File: src/rtl/decoder_2bit_to_ascii_tx.sv
// decoder_2bit_to_ascii_tx: buffers 2-bit symbols in a FIFO and emits ASCII digits '0'-'3' through a registered valid/ready port.
// Define NEWLINE_EN to insert a line feed (7'h0A) after every GROUP_LEN digits.
module decoder_2bit_to_ascii_tx #(
  parameter int DEPTH     = 4,
  parameter int GROUP_LEN = 8
) (
  input  logic                     i_clock,
  input  logic                     i_reset_n,
  input  logic                     i_flush,
  input  logic [1:0]               i_sym_in,
  input  logic                     i_sym_valid,
  output logic                     o_sym_ready,
  output logic [6:0]               o_ascii_out,
  output logic                     o_ascii_valid,
  input  logic                     i_ascii_ready,
  output logic [$clog2(DEPTH):0]   o_level
);
  localparam int AW = $clog2(DEPTH);
  if (DEPTH < 2 || (DEPTH & (DEPTH - 1)) != 0 || GROUP_LEN < 1 || GROUP_LEN > 255) begin : g_bad_cfg
    $error("decoder_2bit_to_ascii_tx: DEPTH must be a power of two >= 2, GROUP_LEN in 1..255");
  end
  typedef enum logic [1:0] {ST_IDLE, ST_CHAR, ST_NL} state_t;
  state_t     r_state, w_state_nxt;
  logic [1:0] r_mem [DEPTH];
  logic [AW:0] r_wr_ptr, r_rd_ptr, r_level;
  logic [6:0] r_ascii, w_ascii_nxt;
  logic       r_valid;
  logic       w_full, w_empty, w_push, w_pop, w_load;
`ifdef NEWLINE_EN
  logic [7:0] r_grp_cnt, w_grp_nxt;
`endif
  // Full/empty come only from registered pointers, so a same-cycle pop never frees a slot.
  assign w_empty = r_wr_ptr == r_rd_ptr;
  assign w_full  = (r_wr_ptr[AW] != r_rd_ptr[AW]) && (r_wr_ptr[AW-1:0] == r_rd_ptr[AW-1:0]);
  assign w_push  = i_sym_valid && !w_full && !i_flush;
  assign w_load  = (r_state == ST_IDLE) || i_ascii_ready;
  assign o_sym_ready   = !w_full;
  assign o_ascii_out   = r_ascii;
  assign o_ascii_valid = r_valid;
  assign o_level       = r_level;
  always_comb begin
    w_state_nxt = r_state;
    w_ascii_nxt = r_ascii;
    w_pop       = 1'b0;
`ifdef NEWLINE_EN
    w_grp_nxt   = r_grp_cnt;
`endif
    if (w_load) begin
`ifdef NEWLINE_EN
      if (r_grp_cnt == 8'(GROUP_LEN)) begin
        w_state_nxt = ST_NL;
        w_ascii_nxt = 7'h0A;
        w_grp_nxt   = '0;
      end else
`endif
      if (!w_empty) begin
        w_state_nxt = ST_CHAR;
        w_ascii_nxt = {5'b01100, r_mem[r_rd_ptr[AW-1:0]]};
        w_pop       = 1'b1;
`ifdef NEWLINE_EN
        w_grp_nxt   = r_grp_cnt + 8'd1;
`endif
      end else begin
        w_state_nxt = ST_IDLE;
      end
    end
  end
  always_ff @(posedge i_clock) begin
    if (w_push) r_mem[r_wr_ptr[AW-1:0]] <= i_sym_in;
  end
  // Flush wins over any push, pop or output hand-off in the same cycle.
  always_ff @(posedge i_clock or negedge i_reset_n) begin
    if (!i_reset_n) begin
      r_state   <= ST_IDLE;
      r_valid   <= 1'b0;
      r_ascii   <= 7'h00;
      r_wr_ptr  <= '0;
      r_rd_ptr  <= '0;
      r_level   <= '0;
`ifdef NEWLINE_EN
      r_grp_cnt <= '0;
`endif
    end else if (i_flush) begin
      r_state   <= ST_IDLE;
      r_valid   <= 1'b0;
      r_wr_ptr  <= '0;
      r_rd_ptr  <= '0;
      r_level   <= '0;
`ifdef NEWLINE_EN
      r_grp_cnt <= '0;
`endif
    end else begin
      r_state   <= w_state_nxt;
      r_valid   <= w_state_nxt != ST_IDLE;
      r_ascii   <= w_ascii_nxt;
      r_wr_ptr  <= r_wr_ptr + {{AW{1'b0}}, w_push};
      r_rd_ptr  <= r_rd_ptr + {{AW{1'b0}}, w_pop};
      r_level   <= r_level + {{AW{1'b0}}, w_push} - {{AW{1'b0}}, w_pop};
`ifdef NEWLINE_EN
      r_grp_cnt <= w_grp_nxt;
`endif
    end
  end
endmodule

File: config.mk
export PLATFORM = sky130hd
export DESIGN_NAME = decoder_2bit_to_ascii_tx
export DESIGN_NICKNAME = d
export VERILOG_FILES = /design/src/rtl/decoder_2bit_to_ascii_tx.sv
export SDC_FILE = /design/constraint.sdc
export NUM_CORES = 1
export LEC_CHECK = 0
export ABC_AREA = 1
export BUFFER_PORTS_ARGS = -buffer_cell sky130_fd_sc_hd__buf_2
export CAP_MARGIN = 10
export CELL_PAD_IN_SITES_DETAIL_PLACEMENT = 1
export CELL_PAD_IN_SITES_GLOBAL_PLACEMENT = 2
export CORE_MARGIN = 8
export CORE_UTILIZATION = 36
export CTS_CLUSTER_SIZE = 20
export DETAILED_ROUTE_END_ITERATION = 8
export PLACE_DENSITY_LB_ADDON = 0.1
export SYNTH_ARGS = -nofsm -noshare
export SYNTH_HDL_FRONTEND = slang
export SYNTH_SLANG_ARGS = --single-unit
File: constraint.sdc
create_clock -name i_clock -period 4.2 [get_ports i_clock]
set_clock_uncertainty 0.1 [all_clocks]
set_input_delay 0.42 -clock i_clock [delete_from_list [all_inputs] [get_ports i_clock]]
set_output_delay 0.42 -clock i_clock [all_outputs]
set_load 0.01 [all_outputs]
==> results.json <==
{
  "max_clock_freq_mhz": 425,
  "endpoint_kind": "register",
  "initial_core_util_pct": 38.2,
  "syn_area_um2": 1180,
  "synth_cell_types": 22,
  "portBuffers": 15,
  "antenna_found_initial": 0,
  "status": "completed",
  "via_per_inst": 4.44,
  "startpoint_type": "register",
  "avgSynthCellArea_um2": 9.48,
  "grt_pass1_wl_mm": 4.00,
  "firstDrtPassIters": 4,
  "synth_area_leaders": "dfrtp_1 32%, edfxtp_1 20%, nand2_1 9.3%",
  "min-delay-path-class": "primary input to register",
  "pin_count": 19,
  "synthArstFlopShare_pct": 65.2,
  "cts_buffer_depth": 2,
  "ys_ff_latch": 23,
  "dieArea_um2": 5350,
  "yosysMostFrequentCell": "nand2_1",
  "cts_tree": "yes",
  "rsz0062_at_grt": "no",
  "timing.final.max_slew_violations": 0,
  "chipHeight_um": 73.2,
  "grt_usage_pct": 9.94,
  "core_area_um2": 3080,
  "die_w_um": 73.2,
  "clk_pin_slew_ps": 130,
  "place_congestion": 0.729,
  "drc": 0,
  "area_growth_pct": 11.9,
  "crit_type": "register to register",
  "period_needed_ps": 2350,
  "synthFlopType": "dfrtp_1",
  "cp_data_required_time_ps": 4320,
  "ys_top_cells_by_count": "29 x nand2_1, 24 x inv_1, 15 x dfrtp_1, 11 x nor2_1, 8 x edfxtp_1",
  "wl_per_cell_um": 12.3,
  "clk_latency_ps": 310,
  "totalWireLength_mm": 2.28,
  "finalHoldViolations": 0,
  "power.density_nw_per_um2": 494,
  "multi_input_area_um2": 435,
  "tns_ps": 0,
  "post-route-period-util_pct": 56.0,
  "drtAntennaViolNets": 0,
  "antennaDiodeCount": 0,
  "dp.cells": 180,
  "critPathMaxFanout": 5,
  "nets": 156,
  "drive_above_1_share_pct": 19.1,
  "synth_edf_count": 8,
  "numCtsBuffers": 3,
  "grt.overflow.total": 0,
  "fill_cells": 364,
  "register_area_um2": 616,
  "yosysWarningCount": 0,
  "fp-row-count": 20,
  "syn_inst": 124,
  "grt_max_degree": 16,
  "yosysTopAreaCellShare_pct": 31.9,
  "p_leak_nw": 0.696,
  "cap_violations": 0,
  "synth_area_leader_cell": "dfrtp_1",
  "fin_cells": 185,
  "grt_pass1_vias": 822,
  "cts-root-buf": "clkbuf_4",
  "cts.sinks": 23,
  "htree_levels": 1,
  "ir_drop_uv": 184,
  "num_vias": 821,
  "drt_iter0_drc": 34,
  "setup_viol": 0,
  "yosysSeqAreaShare_pct": 52.3,
  "crit_arrival_ps": 2470,
  "dp_hpwl_mm": 1.87
}
## worst max-delay path, stage by stage (launching register included)
cell and delay, ps:
dfrtp_1 450, inv_1 110, nand2_1 50, nand2_1 150
nand3_4 120, nand2_1 80, inv_1 60, ha_1 280
inv_1 70, ha_1 130, inv_1 50, fa_1 370
o21ai_0 170, a21oi_1 50
## cell type report
class	instances	area share, %
Clock buffer	3	1.71
Clock inverter	1	0.380
Inverter	26	7.41
Multi-Input combinational cell	72	33.1
Sequential cell	23	46.8
Tap cell	44	4.18
Timing Repair Buffer	16	6.46
## cells in the final DEF (no fill, tap or decap), types with 2 or more instances in the layout
| cell type | count |
|---|---|
| a21oi_1 | 3 |
| buf_2 | 15 |
| clkbuf_4 | 3 |
| conb_1 | 3 |
| dfrtp_1 | 15 |
| edfxtp_1 | 8 |
| ha_1 | 6 |
| inv_1 | 24 |
| inv_2 | 2 |
| nand2_1 | 29 |
| nand3_1 | 5 |
| nand3_4 | 3 |
| nand4_1 | 2 |
| nor2_1 | 11 |
| o21ai_0 | 3 |
## routing by layer
metal / up-vias / global-route usage (%) / wire (um)
met5: - / 0 / 0
met4: 0 / 4.67 / 34
met3: 4 / 3.43 / 89
met2: 15 / 14.9 / 1030
met1: 385 / 12.4 / 1130
li1: 417 / - / -
## through the flow
stage	hold WS, ps	power [mW]	setup WS [ps]	utilization (%)	instance area [um^2]
2_1_floorplan	24.4	0.483	2010	-	1180
6_report	235	0.650	1850	42.8	1320
3_5_place_dp	251	0.560	1790	41.5	1280
4_1_cts	227	0.667	1810	42.8	1320
5_1_grt	210	0.719	1660	42.8	1320
3_3_place_gp	245	0.549	1880	41.5	1280
## registers in the layout, summed over array words and instances, names as in the netlist
name and count:
r_wr_ptr 3, r_state 2, o_level 3, o_ascii_out 3, r_rd_ptr 3, r_mem 8, o_ascii_valid 1
## logic make-up after synthesis
logic type | Yosys count | synth area share (%)
AND/OR/NAND/NOR | 54 | 24.3
flip-flops | 23 | 52.3
other | 1 | 0.319
adder cells (fa/ha/maj) | 7 | 8.09
XOR/XNOR | 1 | 0.745
buffers and inverters | 31 | 11.3
AO/OA/AOI/OAI | 7 | 2.98
## what timing repair did
| item | in CTS | in global routing |
|---|---|---|
| setup buffers | 0 | 0 |
| hold buffers | 1 | 0 |
| hold endpoints to repair | 15 | 0 |
| resized for setup | 0 | 0 |
## power breakdown
group | leakage [nW] | switching, mW | internal [mW]
clock | 0.0177 | 0.0673 | 0.0356
sequential | 0.267 | 0.0326 | 0.271
combinational | 0.412 | 0.149 | 0.0943
total | 0.696 | 0.249 | 0.401
## final timing paths
check,start,end,slack [ps],depth (start not counted)
worst max-delay path,r_rd_ptr[1]$_DFF_PN0_,o_level[2]$_DFF_PN0_,1850,13
worst min-delay path,i_sym_in[1],r_mem[3][1]$_DFFE_PP_,240,1
worst max register to register,r_rd_ptr[1]$_DFF_PN0_,o_level[2]$_DFF_PN0_,1850,13
worst min register to register,o_ascii_out[0]$_DFFE_PN0P_,o_ascii_out[0]$_DFFE_PN0P_,390,2
max in group asynchronous,i_reset_n,r_wr_ptr[0]$_DFF_PN0_,3310,2
min in group asynchronous,i_reset_n,r_wr_ptr[2]$_DFF_PN0_,420,2
Power figures use the tool's default switching activity.
